[config.mk]
export PLATFORM = sky130hd
export DESIGN_NAME = oled_spi_write
export DESIGN_NICKNAME = d
export VERILOG_FILES = /design/src/rtl/oled_spi_write.sv
export SDC_FILE = /design/constraint.sdc
export NUM_CORES = 1
export LEC_CHECK = 0
export BUFFER_PORTS_ARGS = -buffer_cell sky130_fd_sc_hd__buf_2
export CAP_MARGIN = 20
export CORE_ASPECT_RATIO = 0.6
export CORE_UTILIZATION = 56
export DETAILED_ROUTE_END_ITERATION = 8
export GPL_ROUTABILITY_DRIVEN = 0
export PLACE_DENSITY = 0.86
export SETUP_SLACK_MARGIN = 0.4
export SLEW_MARGIN = 20
export SYNTH_ARGS = -nofsm -noshare
export SYNTH_HDL_FRONTEND = slang
export SYNTH_SLANG_ARGS = --single-unit
export TNS_END_PERCENT = 1
[constraint.sdc]
create_clock -name clk -period 2.01 [get_ports clk]
set_input_delay 0.1005 -clock clk [delete_from_list [all_inputs] [get_ports clk]]
set_output_delay 0.1005 -clock clk [all_outputs]
set_load 0.02 [all_outputs]
[src/rtl/oled_spi_write.sv]
// Byte-wide SPI mode-0 transmitter (MSB first) for an SSD1306-class OLED panel.
// Optional sticky overrun flag is enabled by defining OLED_SPI_OVERRUN_EN.
module oled_spi_write #(
    parameter int unsigned CLK_DIV = 4,
    parameter int unsigned CNT_W   = 8
) (
    input  logic       clk,
    input  logic       rst,
    input  logic       ena_write,
    input  logic [7:0] data,
    input  logic       oled_dc,
    output logic       write_done,
    output logic       busy,
    output logic       oled_cs,
    output logic       oled_sclk,
    output logic       oled_mosi,
    output logic       oled_dc_pin
`ifdef OLED_SPI_OVERRUN_EN
    ,
    output logic       overrun
`endif
);

    localparam int unsigned BIT_W = 3;
    localparam logic [CNT_W-1:0] CNT_LAST  = CNT_W'(CLK_DIV - 1);
    localparam logic [BIT_W-1:0] BIT_FIRST = BIT_W'(7);

    typedef enum logic [2:0] {
        IDLE  = 3'd0,
        SETUP = 3'd1,
        SHIFT = 3'd2,
        HOLD  = 3'd3,
        DONE  = 3'd4
    } state_t;

    state_t           state;
    state_t           state_n;
    logic [CNT_W-1:0] cnt;
    logic [CNT_W-1:0] cnt_n;
    logic [BIT_W-1:0] bit_cnt;
    logic [BIT_W-1:0] bit_cnt_n;
    logic [7:0]       sh;
    logic [7:0]       sh_n;
    logic             dc_q;
    logic             dc_q_n;
    logic             done_n;
    logic             busy_n;
    logic             cs_n;
    logic             sclk_n;
    logic             mosi_n;
    logic             dc_pin_n;
    logic             cnt_last;

    assign cnt_last = (cnt == CNT_LAST);

    // State register
    always_ff @(posedge clk) begin
        if (rst) begin
            state <= IDLE;
        end else begin
            state <= state_n;
        end
    end

    // Next-state logic
    always_comb begin
        state_n = state;
        unique case (state)
            IDLE: begin
                if (ena_write) begin
                    state_n = SETUP;
                end
            end
            SETUP: begin
                if (cnt_last) begin
                    state_n = SHIFT;
                end
            end
            SHIFT: begin
                if (cnt_last && !oled_sclk && (bit_cnt == '0)) begin
                    state_n = HOLD;
                end
            end
            HOLD: begin
                if (cnt_last) begin
                    state_n = DONE;
                end
            end
            DONE: begin
                state_n = IDLE;
            end
            default: begin
                state_n = IDLE;
            end
        endcase
    end

    // Next values for outputs and datapath; registered below so pins line up with the state
    always_comb begin
        cnt_n     = '0;
        bit_cnt_n = bit_cnt;
        sh_n      = sh;
        dc_q_n    = dc_q;
        done_n    = 1'b0;
        cs_n      = oled_cs;
        sclk_n    = oled_sclk;
        mosi_n    = oled_mosi;
        dc_pin_n  = oled_dc_pin;
        unique case (state)
            IDLE: begin
                cs_n   = 1'b1;
                sclk_n = 1'b0;
                if (ena_write) begin
                    sh_n      = data;
                    dc_q_n    = oled_dc;
                    dc_pin_n  = oled_dc;
                    mosi_n    = data[7];
                    cs_n      = 1'b0;
                    bit_cnt_n = BIT_FIRST;
                end
            end
            SETUP: begin
                cnt_n    = cnt_last ? '0 : cnt + CNT_W'(1);
                cs_n     = 1'b0;
                dc_pin_n = dc_q;
                mosi_n   = sh[7];
                sclk_n   = cnt_last;
            end
            SHIFT: begin
                cnt_n = cnt_last ? '0 : cnt + CNT_W'(1);
                if (cnt_last) begin
                    if (oled_sclk) begin
                        // Falling edge: present the next bit for the following rising edge
                        sclk_n = 1'b0;
                        if (bit_cnt != '0) begin
                            sh_n   = {sh[6:0], 1'b0};
                            mosi_n = sh[6];
                        end
                    end else if (bit_cnt != '0) begin
                        bit_cnt_n = bit_cnt - BIT_W'(1);
                        sclk_n    = 1'b1;
                    end
                end
            end
            HOLD: begin
                cnt_n  = cnt_last ? '0 : cnt + CNT_W'(1);
                sclk_n = 1'b0;
                if (cnt_last) begin
                    cs_n   = 1'b1;
                    done_n = 1'b1;
                end
            end
            DONE: begin
                cs_n   = 1'b1;
                sclk_n = 1'b0;
            end
            default: begin
                cs_n   = 1'b1;
                sclk_n = 1'b0;
            end
        endcase
        busy_n = (state_n != IDLE);
    end

    // Output and datapath registers
    always_ff @(posedge clk) begin
        if (rst) begin
            cnt         <= '0;
            bit_cnt     <= '0;
            sh          <= '0;
            dc_q        <= 1'b0;
            write_done  <= 1'b0;
            busy        <= 1'b0;
            oled_cs     <= 1'b1;
            oled_sclk   <= 1'b0;
            oled_mosi   <= 1'b0;
            oled_dc_pin <= 1'b1;
        end else begin
            cnt         <= cnt_n;
            bit_cnt     <= bit_cnt_n;
            sh          <= sh_n;
            dc_q        <= dc_q_n;
            write_done  <= done_n;
            busy        <= busy_n;
            oled_cs     <= cs_n;
            oled_sclk   <= sclk_n;
            oled_mosi   <= mosi_n;
            oled_dc_pin <= dc_pin_n;
        end
    end

`ifdef OLED_SPI_OVERRUN_EN
    // Sticky: any request arriving outside IDLE, including the DONE cycle
    always_ff @(posedge clk) begin
        if (rst) begin
            overrun <= 1'b0;
        end else if (ena_write && (state != IDLE)) begin
            overrun <= 1'b1;
        end
    end
`endif

endmodule

==> flow_metrics.py <==
metrics = {
    "status": {
        "status": "completed",
    },
    "routing": {
        "drt-initial-drc-count": 45,
        "first_pass_iters": 4,
        "vias": 1264,
        "wl_per_cell_um": 15.8,
        "viasPerCell": 6.14,
        "drc_errors": 0,
        "drt_wl_total_um": 3260,
        "drtAntennaViolNets": 0,
    },
    "yosys": {
        "synth-seq-cells": 29,
        "synth_top_area_share_pct": 41.8,
        "synth_top_area_cell": "dfxtp_1",
        "synth_flop_cell": "dfxtp_1",
        "yosys.cell_count.top_type": "dfxtp_1",
        "synthTopCellsByArea": "dfxtp_1 42%, mux2i_1 5.8%, a311oi_1 4.4%",
        "synth_edf_count": 0,
        "synthDistinctLibCells": 43,
        "synth_async_sr_flop_share_pct": 0,
        "post_synth.cell_area_avg_um2": 9.38,
        "synth_nets": 163,
        "synth_cells": 148,
        "synth_common_cells": "29 x dfxtp_1, 14 x nor2_1, 10 x a21oi_1",
        "netlist_area_um2": 1390,
        "ys_warn_count": 0,
        "yosysSeqAreaShare_pct": 41.8,
    },
    "layout": {
        "area_delta_synth_final_pct": 24.0,
        "stdcell_count": 206,
        "fillerInstances": 147,
        "nets": 191,
        "antenna_cells": 0,
        "drive_above_1_share_pct": 29.5,
    },
    "placed_design": {
        "dp_cells": 196,
        "port_buffers": 17,
        "dp_hpwl_um": 2160,
    },
    "floorplan": {
        "io_pins": 18,
        "die_w_um": 66.3,
        "start_util_pct": 61.9,
        "die_y_um": 40.6,
        "row_count": 13,
        "coreArea_um2": 2240,
        "die_area_um2": 2690,
    },
    "clock_network": {
        "cts_made_buffers": 5,
        "clock_sinks": 29,
        "cts_tree": "yes",
        "path_clk_slew_ns": 0.06,
        "cts_root_buf": "clkbuf_8",
        "insertion_delay_ns": 0.28,
        "cts_buffer_depth": 2,
        "ctsHoldBuffers": 0,
        "cts-htree-levels": 2,
    },
    "power": {
        "leakage_nw": 0.686,
        "ir_worst_vdd_uv": 537,
        "p_per_area_nw_per_um2": 740,
    },
    "sta": {
        "hold_viol_final": 0,
        "timing.hold.ws_ns": 0.0664,
        "finalCritPeriodShare_pct": 89.0,
        "setup_tns_ns": 0,
        "max_clock_freq_ghz": 0.559,
        "fin_crit_ns": 1.79,
        "rsz0062_at_grt": "yes",
        "slew-limit-headroom_pct": 62.0,
        "drv_slew": 0,
        "worstMarginPinSlew_ns": 0.566,
        "finalSetupViolations": 0,
        "skew_ns": 0.00625,
    },
    "grt": {
        "grt_max_degree": 24,
        "grt_pass1_wl_um": 4770,
        "first_global_vias": 1033,
        "grt_use_total_pct": 26.0,
        "antenna_found_initial": 0,
        "grt-ovfl-total": 0,
    },
    "worst_setup_path": {
        "crit_type": "reg -> reg",
        "path_max_fanout": 2,
        "arrival_ns": 1.95,
        "end_kind": "register",
        "cp-start-kind": "register",
        "required_ns": 2.17,
    },
    "hold_path": {
        "hp-class": "in -> reg",
    },
    "job": {
        "max_cap_violations": 0,
    },
}
-- cells in the final DEF, fill, tap and decap left out, drive strengths merged, types with 4 or more instances in the layout --
master	n
a311oi	7
mux2i	8
nand3	5
xnor2	4
clkbuf	7
nor3	7
a21oi	10
nor2	14
nand2	7
dfxtp	29
nor3b	4
nor4	5
buf	28
-- flip-flops by register name, indices dropped and copies added, names as in the netlist, 3 cells and up --
register	cells
sh	8
state	3
bit_cnt	3
cnt	8
-- power by group --
group          switching (W)  internal [W]
Clock               0.000203      0.000270
Sequential         0.0000209      0.000608
Combinational      0.0000887     0.0000836
Total               0.000313      0.000962
-- critical path, cell delays in order (launching register included) --
cell and delay (ns):
dfxtp_2 0.34, inv_2 0.05, ha_4 0.16, ha_4 0.15
or4b_4 0.51, o31a_1 0.15, nor4_2 0.24, nor3_2 0.07
-- cell families (layout without fill, tap and decap cells) --
group                      Yosys count  after routing  synth area share, %
DFF                                 29             29                 41.8
muxes                                8              8                 5.77
and+or+nand+nor                     55             55                 23.7
AOI/OAI and AO/OA                   35             36                 18.0
buffers and inverters               11             38                 3.60
xor gates and xnor gates             7              7                 4.41
adders and majority gates            3              3                 2.70
-- area by class of cell --
| type | instances | area, um^2 | area share [%] |
|---|---|---|---|
| Tap cell | 30 | 37.5 | 2.18 |
| Timing Repair Buffer | 28 | 168 | 9.74 |
| Sequential cell | 29 | 582 | 33.8 |
| Inverter | 3 | 11.3 | 0.654 |
| Clock buffer | 7 | 86.3 | 5.01 |
| Multi-Input combinational cell | 109 | 837 | 48.6 |
-- timing repair --
action	in CTS	in global routing
buffers inserted	2	0
pin swaps	5	1
gates cloned	0	1
endpoints found under the setup margin	24	26
resized for setup	6	4
-- metrics by stage --
step / util, % / setup slack, ns / area (um^2) / power [W]
global route: 76.7 / 0.128 / 1720 / 0.00133
CTS: 75.4 / 0.179 / 1690 / 0.00127
finish: 76.7 / 0.220 / 1720 / 0.00127
floorplan: - / 0.302 / 1410 / 0.000739
global placement: 69.5 / 0.216 / 1560 / 0.000783
detailed placement: 69.5 / 0.119 / 1560 / 0.000792
-- layer usage --
metal	routed length (um)	track usage, %	vias to the layer above
met5	0	0	-
met4	46	11.2	0
met3	167	12.2	7
met2	1530	41.8	36
met1	1520	30.5	611
li1	-	-	610
-- final timing paths --
| path | from | end | slack [ns] | cells after the start |
|---|---|---|---|---|
| setup reg to reg | bit_cnt[0] | oled_mosi | 0.22 | 7 |
| setup / recovery | bit_cnt[0] | oled_mosi | 0.22 | 7 |
| hold / removal | oled_dc | oled_dc_pin | 0.07 | 3 |
| hold reg to reg | dc_q | oled_dc_pin | 0.45 | 2 |
(Power assumes the default switching activity.)
